--- config.mk ---
export PLATFORM = sky130hd
export DESIGN_NAME = dmem_arbiter
export DESIGN_NICKNAME = d
export VERILOG_FILES = /design/src/rtl/dmem_arb_pkg.sv /design/src/rtl/dmem_arb_prio.sv /design/src/rtl/dmem_arbiter.sv
export SDC_FILE = /design/constraint.sdc
export NUM_CORES = 1
export LEC_CHECK = 0
export CORE_MARGIN = 2
export CORE_UTILIZATION = 45
export DETAILED_ROUTE_END_ITERATION = 10
export PLACE_DENSITY = 0.95
export SYNTH_ARGS = -nofsm -noshare
export SYNTH_HDL_FRONTEND = slang
export SYNTH_SLANG_ARGS = --single-unit
export TNS_END_PERCENT = 50
--- constraint.sdc ---
create_clock -name clk -period 4 [get_ports clk]
set_clock_uncertainty 0.1 [all_clocks]
set_input_delay 0.6 -clock clk [delete_from_list [all_inputs] [get_ports clk]]
set_output_delay 0.6 -clock clk [all_outputs]
set_load 0.01 [all_outputs]
--- src/rtl/dmem_arb_pkg.sv ---
// Shared encodings and default constants for the DMEM arbiter.
package dmem_arb_pkg;

  typedef enum logic [1:0] {
    IDLE  = 2'd0,
    ISSUE = 2'd1,
    WAIT  = 2'd2,
    RESP  = 2'd3
  } arb_state_e;

  typedef enum logic {
    OWN_CPU = 1'b0,
    OWN_DBG = 1'b1
  } owner_e;

  localparam int DEF_ADDR_W   = 8;
  localparam int DEF_DATA_W   = 32;
  localparam int DEF_RD_LAT   = 1;
  localparam int DEF_MAX_WAIT = 4;

endpackage

--- src/rtl/dmem_arb_prio.sv ---
// Fixed CPU priority with a bounded-wait counter that lets debug win after
// MAX_WAIT consecutive lost arbitrations.
module dmem_arb_prio import dmem_arb_pkg::*; #(
  parameter int MAX_WAIT = DEF_MAX_WAIT
) (
  input  logic   clk,
  input  logic   reset,
  input  logic   arb_en,
  input  logic   cpu_req,
  input  logic   dbg_req,
  output owner_e winner,
  output logic   grant_valid
);

  localparam int WAIT_W = $clog2(MAX_WAIT + 1);

  logic [WAIT_W-1:0] wait_cnt_q, wait_cnt_d;
  logic              wait_full;

  assign wait_full = (wait_cnt_q == WAIT_W'(MAX_WAIT));

  always_comb begin
    grant_valid = cpu_req | dbg_req;
    if (dbg_req && (!cpu_req || wait_full)) begin
      winner = OWN_DBG;
    end else begin
      winner = OWN_CPU;
    end
    // The counter only moves on IDLE sampling cycles.
    if (!arb_en) begin
      wait_cnt_d = wait_cnt_q;
    end else if (!dbg_req || winner == OWN_DBG) begin
      wait_cnt_d = {WAIT_W{1'b0}};
    end else if (!wait_full) begin
      wait_cnt_d = wait_cnt_q + WAIT_W'(1);
    end else begin
      wait_cnt_d = wait_cnt_q;
    end
  end

  always_ff @(posedge clk) begin
    if (reset) begin
      wait_cnt_q <= {WAIT_W{1'b0}};
    end else begin
      wait_cnt_q <= wait_cnt_d;
    end
  end

endmodule

--- src/rtl/dmem_arbiter.sv ---
// CPU/debug arbiter for the single-port DMEM: issue -> wait -> respond.
// Optional performance counters are enabled with `define DMEM_ARB_PERF_EN.
module dmem_arbiter import dmem_arb_pkg::*; #(
  parameter int ADDR_W   = DEF_ADDR_W,
  parameter int DATA_W   = DEF_DATA_W,
  parameter int RD_LAT   = DEF_RD_LAT,
  parameter int MAX_WAIT = DEF_MAX_WAIT
) (
  input  logic                clk,
  input  logic                reset,
  input  logic                cpu_req,
  input  logic                cpu_we,
  input  logic [ADDR_W-1:0]   cpu_addr,
  input  logic [DATA_W-1:0]   cpu_wdata,
  input  logic [DATA_W/8-1:0] cpu_wstrb,
  output logic                cpu_ready,
  output logic [DATA_W-1:0]   cpu_rdata,
  output logic                cpu_stall,
  input  logic                dbg_req,
  input  logic                dbg_we,
  input  logic [ADDR_W-1:0]   dbg_addr,
  input  logic [DATA_W-1:0]   dbg_wdata,
  input  logic [DATA_W/8-1:0] dbg_wstrb,
  output logic                dbg_ready,
  output logic [DATA_W-1:0]   dbg_rdata,
  output logic                mem_en,
  output logic                mem_we,
  output logic [ADDR_W-1:0]   mem_addr,
  output logic [DATA_W-1:0]   mem_wdata,
  output logic [DATA_W/8-1:0] mem_wstrb,
  input  logic [DATA_W-1:0]   mem_rdata
`ifdef DMEM_ARB_PERF_EN
  ,
  output logic [31:0]         perf_conflict_cnt,
  output logic [31:0]         perf_cpu_stall_cnt
`endif
);

  localparam int STRB_W = DATA_W / 8;
  localparam int CNT_W  = $clog2(RD_LAT + 1);

  arb_state_e        state_q, state_d;
  owner_e            owner_q, owner_d, winner;
  logic              grant_valid, rd_done, resp_next;
  logic [CNT_W-1:0]  rd_cnt_q, rd_cnt_d;
  logic              mem_en_q, mem_en_d, mem_we_q, mem_we_d;
  logic [ADDR_W-1:0] mem_addr_q, mem_addr_d;
  logic [DATA_W-1:0] mem_wdata_q, mem_wdata_d;
  logic [STRB_W-1:0] mem_wstrb_q, mem_wstrb_d;
  logic              cpu_ready_q, cpu_ready_d, dbg_ready_q, dbg_ready_d;
  logic [DATA_W-1:0] cpu_rdata_q, cpu_rdata_d, dbg_rdata_q, dbg_rdata_d;

  dmem_arb_prio #(.MAX_WAIT(MAX_WAIT)) u_prio (
    .clk         (clk),
    .reset       (reset),
    .arb_en      (state_q == IDLE),
    .cpu_req     (cpu_req),
    .dbg_req     (dbg_req),
    .winner      (winner),
    .grant_valid (grant_valid)
  );

  assign rd_done = (state_q == WAIT) && (rd_cnt_q == CNT_W'(1));

  always_ff @(posedge clk) begin
    if (reset) begin
      state_q <= IDLE;
    end else begin
      state_q <= state_d;
    end
  end

  always_comb begin
    case (state_q)
      IDLE:    if (grant_valid) state_d = ISSUE; else state_d = IDLE;
      ISSUE:   if (mem_we_q) state_d = RESP; else state_d = WAIT;
      WAIT:    if (rd_done) state_d = RESP; else state_d = WAIT;
      RESP:    state_d = IDLE;
      default: state_d = IDLE;
    endcase
  end

  // Outputs are computed one cycle ahead so that every port leaves a flop.
  always_comb begin
    owner_d     = owner_q;
    rd_cnt_d    = rd_cnt_q;
    mem_en_d    = 1'b0;
    mem_we_d    = 1'b0;
    mem_addr_d  = mem_addr_q;
    mem_wdata_d = mem_wdata_q;
    mem_wstrb_d = mem_wstrb_q;
    cpu_rdata_d = cpu_rdata_q;
    dbg_rdata_d = dbg_rdata_q;
    resp_next   = 1'b0;
    case (state_q)
      IDLE: begin
        if (grant_valid) begin
          owner_d  = winner;
          mem_en_d = 1'b1;
          if (winner == OWN_DBG) begin
            mem_we_d    = dbg_we;
            mem_addr_d  = dbg_addr;
            mem_wdata_d = dbg_wdata;
            mem_wstrb_d = dbg_we ? dbg_wstrb : {STRB_W{1'b0}};
          end else begin
            mem_we_d    = cpu_we;
            mem_addr_d  = cpu_addr;
            mem_wdata_d = cpu_wdata;
            mem_wstrb_d = cpu_we ? cpu_wstrb : {STRB_W{1'b0}};
          end
        end else begin
          owner_d = owner_q;
        end
      end
      ISSUE: begin
        if (mem_we_q) resp_next = 1'b1; else rd_cnt_d = CNT_W'(RD_LAT);
      end
      WAIT: begin
        if (rd_done) begin
          resp_next = 1'b1;
          if (owner_q == OWN_DBG) dbg_rdata_d = mem_rdata; else cpu_rdata_d = mem_rdata;
        end else begin
          rd_cnt_d = rd_cnt_q - CNT_W'(1);
        end
      end
      RESP:    rd_cnt_d = {CNT_W{1'b0}};
      default: rd_cnt_d = {CNT_W{1'b0}};
    endcase
    cpu_ready_d = resp_next && (owner_q == OWN_CPU);
    dbg_ready_d = resp_next && (owner_q == OWN_DBG);
  end

  always_ff @(posedge clk) begin
    if (reset) begin
      owner_q     <= OWN_CPU;
      rd_cnt_q    <= {CNT_W{1'b0}};
      mem_en_q    <= 1'b0;
      mem_we_q    <= 1'b0;
      mem_addr_q  <= {ADDR_W{1'b0}};
      mem_wdata_q <= {DATA_W{1'b0}};
      mem_wstrb_q <= {STRB_W{1'b0}};
      cpu_ready_q <= 1'b0;
      dbg_ready_q <= 1'b0;
      cpu_rdata_q <= {DATA_W{1'b0}};
      dbg_rdata_q <= {DATA_W{1'b0}};
    end else begin
      owner_q     <= owner_d;
      rd_cnt_q    <= rd_cnt_d;
      mem_en_q    <= mem_en_d;
      mem_we_q    <= mem_we_d;
      mem_addr_q  <= mem_addr_d;
      mem_wdata_q <= mem_wdata_d;
      mem_wstrb_q <= mem_wstrb_d;
      cpu_ready_q <= cpu_ready_d;
      dbg_ready_q <= dbg_ready_d;
      cpu_rdata_q <= cpu_rdata_d;
      dbg_rdata_q <= dbg_rdata_d;
    end
  end

  assign cpu_ready = cpu_ready_q;
  assign dbg_ready = dbg_ready_q;
  assign cpu_rdata = cpu_rdata_q;
  assign dbg_rdata = dbg_rdata_q;
  assign cpu_stall = cpu_req & ~cpu_ready_q;
  assign mem_en    = mem_en_q;
  assign mem_we    = mem_we_q;
  assign mem_addr  = mem_addr_q;
  assign mem_wdata = mem_wdata_q;
  assign mem_wstrb = mem_wstrb_q;

`ifdef DMEM_ARB_PERF_EN
  logic [31:0] perf_conflict_q, perf_conflict_d, perf_stall_q, perf_stall_d;

  always_comb begin
    perf_conflict_d = perf_conflict_q + ((state_q == IDLE && cpu_req && dbg_req) ? 32'd1 : 32'd0);
    perf_stall_d    = perf_stall_q + (cpu_stall ? 32'd1 : 32'd0);
  end

  always_ff @(posedge clk) begin
    if (reset) begin
      perf_conflict_q <= 32'd0;
      perf_stall_q    <= 32'd0;
    end else begin
      perf_conflict_q <= perf_conflict_d;
      perf_stall_q    <= perf_stall_d;
    end
  end

  assign perf_conflict_cnt  = perf_conflict_q;
  assign perf_cpu_stall_cnt = perf_stall_q;
`endif

endmodule

==> results of run 1 <==
[routing by layer]
| metal | global-route usage | wire, µm | up-vias |
|---|---|---|---|
| met5 | 0 | 0 | - |
| li1 | - | - | 2494 |
| met3 | 0.0911 | 1300 | 41 |
| met1 | 0.278 | 5990 | 2374 |
| met4 | 0.116 | 559 | 0 |
| met2 | 0.467 | 8040 | 237 |
[registers in the layout, summed over array words and instances (netlist names)]
register and cells:
cpu_rdata 32, cpu_ready 1, dbg_rdata 32, dbg_ready 1, mem_addr 8, mem_en 1, mem_wdata 32, mem_we 1
mem_wstrb 4, owner_q 1, rd_cnt_q 1, state_q 2, u_prio.wait_cnt_q 3
[worst max-delay path, delay by kind of cell]
| family | cells | cell delay, ps |
|---|---|---|
| simple gates | 1 | 200 |
| buf+inv | 2 | 1180 |
[power by group through the flow]
stage	combinational [mW]	sequential, mW	clock, mW
6_report	1.15	1.44	1.60
5_1_grt	1.24	1.46	1.68
4_1_cts	1.15	1.44	1.62
3_5_place_dp	1.14	1.47	0
3_3_place_gp	1.11	1.46	0
2_1_floorplan	0.586	1.52	0
[kinds of logic after synthesis]
logic type | Yosys count | synth area share
compound gates | 165 | 0.252
flops | 119 | 0.466
fa+ha+maj | 8 | 0.0196
simple gates | 236 | 0.192
mux | 1 | 0.00196
xor+xnor | 2 | 0.00343
buf+inv | 62 | 0.0652
[path summary, 6_finish.rpt]
kind | from | to | slack, ps | depth (start not counted)
max | cpu_req | cpu_stall | 1320 | 3
min | cpu_rdata[5] | cpu_rdata[5] | 350 | 2
max reg2reg | u_prio.wait_cnt_q[0] | mem_wdata[21] | 1740 | 6
min reg2reg | cpu_rdata[5] | cpu_rdata[5] | 350 | 2
[area by class of cell]
type	instances	area [µm²]	area share
clock buffer	18	439	0.0546
multi-input combinational	412	2400	0.298
inverter	5	18.8	0.00233
sequential	119	2380	0.296
tap	140	175	0.0218
clock inverter	14	188	0.0233
timing repair buffer	247	2440	0.304
[per-stage QoR]
| step | setup slack (ps) | std cells |
|---|---|---|
| 6_report | 1320 | 955 |
| 4_1_cts | 1320 | 955 |
| 5_1_grt | 1270 | 955 |
| 3_5_place_dp | 1220 | 923 |
| 3_3_place_gp | 1290 | 923 |
| 2_1_floorplan | 2340 | 593 |
[layout by cell type, fill, tap and decap left out, types with 10 or more instances in the layout]
cell type,count
clkdlybuf4s50_1,236
nand2_1,130
dfxtp_1,119
a21oi_1,65
nor2_1,48
nand3_1,41
o21ai_1,39
a311oi_2,39
clkbuf_16,17
buf_4,10
==> summary.txt, run 1 <==
Floorplanning
  • Row count: 38
  • Starting Density: 0.467
  • Die H: 111 µm
  • Core Box Area: 0.0109 mm²
  • I/O pin count: 239
  • Die area: 0.0122 mm²
  • Die W: 111 µm

Critical path
  • Required time of the critical path: 3300 ps
  • Worst path slowest cell: clkdlybuf4s50_1
  • CP peak stage delay: 590 ps
  • Most used cell, CP: clkdlybuf4s50_1
  • CP arrival: 1980 ps
  • Crit path cell chain: clkdlybuf4s50_1, nor2b_1, clkdlybuf4s50_1
  • Crit. End Element: output port
  • Critical path class: in2out
  • Max FO, Critical Path: 6
  • Worst setup SP type: input pin

Timing
  • Setup TNS: 0 ps
  • Final Hold Viols: 0
  • Fmax: 373 MHz
  • Period utilization: 0.670
  • Slew Limit Headroom: 0.245
  • Setup-failing EPs final: 0
  • Fin Hold WS: 352 ps
  • Least-Margin Pin Slew: 1130 ps
  • RSZ-0062 raised after global routing: false
  • Pins Over Slew Limit: 0
  • Final min period: 2680 ps

Synthesis
  • Most common cell in the netlist: nand2_1
  • Syn Nets: 727
  • Area fraction of the dominant cell type after synthesis: 0.466
  • Largest area contributor in the netlist: dfxtp_1
  • Mean Syn Cell Area: 8.61 µm²
  • Post-synth ARST share: 0
  • EDFF count, synth: 0
  • Sequential area share after synthesis: 0.466
  • Yosys warns: 0
  • Top_reg_cell synth: dfxtp_1
  • Cell Area, Synth: 0.00511 mm²
  • Post-synthesis register bit count: 119
  • Post-synthesis cell count: 593
  • Unique masters post-synth: 37
  • Synth area leaders: dfxtp_1, a311oi_2, nand2_1, a21oi_1, nand3_1
  • Synth cell count leaders: nand2_1, dfxtp_1, a21oi_1

Clocking
  • Clock slew seen by the registers of the worst setup and hold paths: 60 ps
  • CTS Sinks: 119
  • # hold bufs at CTS: 0
  • CTS Buffer Depth: 2
  • CTS H-tree lvls: 4
  • Quantity of gates resized following cts: 0
  • CTS Buf Count: 17
  • Worst-Skew Late Latency: 400 ps
  • Postcts setup bufs: 0
  • CTS tree: yes
  • Root Driver: clkbuf_16

Global routing
  • Tot GR Track Use: 0.262
  • Largest net degree at the start of global routing: 89
  • Initial antenna violation count: 0
  • Gr ovfl total: 0
  • First-pass GRT wire length: 26.1 mm
  • Vias in the first global route: 5357

Finish
  • Final nets: 936
  • Fill cells: 750
  • Share of layout cells above drive strength 1: 0.104
  • Syn-to-layout area delta: 57.5%
  • Ant. Diodes: 0
  • Final core utilization: 0.736
  • Fin area: 0.00805 mm²

Drt
  • Drt wl/cell: 16.6 µm
  • DRC errors left: 0
  • Via count: 5146
  • Post-route ant nets: 0
  • Number of DRC markers in iteration 0: 392
  • Drt via density: 5.39
  • Final WL: 15.9 mm
  • First-pass iteration count of the detailed router: 5

Run status
  • Status: complete, no violations

Pwr
  • Switching power: 1.25 mW
  • Clk pwr share: 0.382
  • Pwr dens: 521 mW/mm²
  • Reg power frac: 0.344
  • LEAKAGE: 2.75 nW
  • Worst IR Drop VDD: 0.374 mV
  • Combinational Power Share: 0.274
  • Total power: 4.19 mW
  • Switching part of the total: 0.299
  • Internal Power: 2.94 mW

Placed design
  • Placed cell area: 0.00742 mm²
  • GPL Wtd Cong: 0.849
  • Hpwl dp: 11.3 mm
  • PortBufs: 238

Flow run
  • Max_cap viols: 0

Min path
  • Hold WC Path Type: reg2reg
No activity file was read; power rests on OpenSTA's default activity.
==> inputs of run 2 (changes only) <==
Settings changed: CORE_UTILIZATION 45 to 37, PLACE_DENSITY 0.95 to 0.87.
Clock period 4 ns to 2.22 ns, I/O delays scaled along.
==> run 2 against run 1 <==
Global-route usage is 5.1 points lower. Sequential power is 81% higher. Cell count is 4.7% higher. Design area is 2.6% higher. Die area is 21% higher. Total power is 83% higher. Count of clock-buffer cells in the layout is 5 higher. Clock power is 79% higher. Combinational power is 92% higher. Via count is 0.37% higher. Non-clock buffer count is 11 higher. Register-to-register slack worse by 1300 ps. Largest cell class unchanged.
==> summary.txt, run 2 (synthesis gave the netlist of run 1 again) <==
Timing
  • Fmax: 479 MHz
  • PnR worst setup slack: 134 ps (-1190 ps)
  • Slew Limit Headroom: 0.653 (+0.408)
  • Pins Over Slew Limit: 0 (unchanged)
  • Least-Margin Pin Slew: 517 ps (-616 ps)
  • Final Hold Viols: 0 (unchanged)
  • RSZ-0062 raised after global routing: false
  • Period utilization: 0.940
  • Final min period: 2090 ps
  • Setup-failing EPs final: 0 (unchanged)
  • Setup TNS: 0 ps (unchanged)

Pwr
  • Worst IR Drop VDD: 0.449 mV (+20%)
  • LEAKAGE: 2.84 nW (+3.2%)
  • Pwr dens: 929 mW/mm² (+78%)

Finish
  • Final Non-Filler Cells: 1000 (+4.7%)
  • Syn-to-layout area delta: 61.7%
  • Commonest non-fill, non-tap cell in the layout: clkdlybuf4s50_1
  • Final nets: 947 (+1.2%)
  • Ant. Diodes: 0 (unchanged)
  • Most frequent cells in the layout: clkdlybuf4s50_1, nand2_1, dfxtp_1, a21oi_1, nor2_1
  • Share of layout cells above drive strength 1: 0.114 (+0.00978)

Clocking
  • CTS Sinks: 119 (unchanged)
  • CTS H-tree lvls: 4 (unchanged)
  • Quantity of gates resized following cts: 0 (unchanged)
  • CTS tree: yes
  • Postcts setup bufs: 0 (unchanged)
  • Clock slew seen by the registers of the worst setup and hold paths: 50 ps (about the same)
  • Worst-Skew Late Latency: 410 ps (about the same)
  • CTS Buffer Depth: 2 (unchanged)
  • Root Driver: clkbuf_16
  • CTS Buf Count: 17 (unchanged)
  • # hold bufs at CTS: 0 (unchanged)

Drt
  • Via count: 5165 (+0.37%)
  • First-pass iteration count of the detailed router: 4 (-1)
  • Post-route ant nets: 0 (unchanged)
  • Drt via density: 5.17 (-4.1%)
  • DRC errors left: 0 (unchanged)
  • Final WL: 15.7 mm (-1.5%)
  • Number of DRC markers in iteration 0: 363 (-7.4%)
  • Drt wl/cell: 15.7 µm (-5.9%)

Global routing
  • First-pass GRT wire length: 24.4 mm (-6.6%)
  • Largest net degree at the start of global routing: 51 (-43%)
  • Gr ovfl total: 0 (unchanged)
  • Initial antenna violation count: 0 (unchanged)
  • Vias in the first global route: 4926 (-8.0%)
  • Tot GR Track Use: 0.210 (-0.0514)

Critical path
  • CP arrival: 1650 ps (-330 ps)
  • CP bufs+invs: 2 (unchanged)
  • Max FO, Critical Path: 2 (-4)
  • Worst path slowest cell: clkdlybuf4s50_1
  • Required time of the critical path: 1790 ps (-1510 ps)
  • Crit. End Element: output port
  • Worst setup SP type: input pin
  • CP peak stage delay: 570 ps (-20 ps)
  • Crit path cell chain: clkdlybuf4s50_1, nor2b_1, clkdlybuf4s50_1
  • Most used cell, CP: clkdlybuf4s50_1
  • Worst path top cell family by delay: buffers and inverters
  • Critical path class: in2out

Floorplanning
  • Core Box Area: 0.0133 mm² (+22%)
  • Die W: 121 µm (+9.9%)
  • Die H: 121 µm (+9.9%)
  • Die area: 0.0148 mm² (+21%)
  • Starting Density: 0.383 (-0.0844)
  • Row count: 42 (+11%)
  • I/O pin count: 239 (unchanged)

Flow run
  • Max_cap viols: 0 (unchanged)

Placed design
  • GPL Wtd Cong: 0.766 (-9.8%)
  • Pre-CTS setup slack: 130 ps (-1090 ps)
  • PortBufs: 238 (unchanged)
  • Hpwl dp: 10.8 mm (-4.0%)
  • Post-Place Cells: 970 (+5.1%)

Min path
  • Hold WC Path Type: in2reg

Run status
  • Status: complete, no violations
## run 2: cell types whose count changed in the layout (fill, tap and decap cells not counted), sizes merged
cell,previous run,this run
buf,11,22
clkbuf,18,23
inv,11,4
## run 2: worst paths after layout
kind	from	endpoint	slack, ps	depth (start not counted)
min	reset	owner_q	250	2
max reg2reg	state_q[0]	mem_wstrb[0]	450	6
min reg2reg	dbg_rdata[26]	dbg_rdata[26]	350	2
max	cpu_req	cpu_stall	130	3
## run 2: final cells by class
cell class	count	area (µm²)
Tap cell	176	220
Clock inverter	7	116
Fill cell	1073	5090
Multi-Input combinational cell	412	2400
Inverter	5	18.8
Clock buffer	23	508
Sequential cell	119	2380
Timing Repair Buffer	258	2610
## run 2: through the flow
step	area, µm²	utilization	hold slack, ps	total power [mW]
final	8260	0.619	253	7.67
after global routing	8260	0.619	265	8.04
after CTS	8260	0.619	255	7.74
after detailed placement	7630	0.572	346	4.85
after global placement	7630	0.572	341	4.80
after floorplan	5110	-	344	3.80
## run 2: per-layer routing
layer  global-route usage  part of all wire
met1                0.246              0.40
met5                    0                 0
met4               0.0783             0.017
met3               0.0822              0.11
met2                0.348              0.48
## run 2: where the power goes
part	internal, mW	switching (mW)
registers	2.43	0.168
logic	1.15	1.06
clock network	1.93	0.932
total	5.51	2.16
==> inputs of run 3 (changes only) <==
Settings changed: HOLD_SLACK_MARGIN set to 0.05.
==> results of run 3 <==
The final DEF is identical to that of run 2; final timing and power are the same.
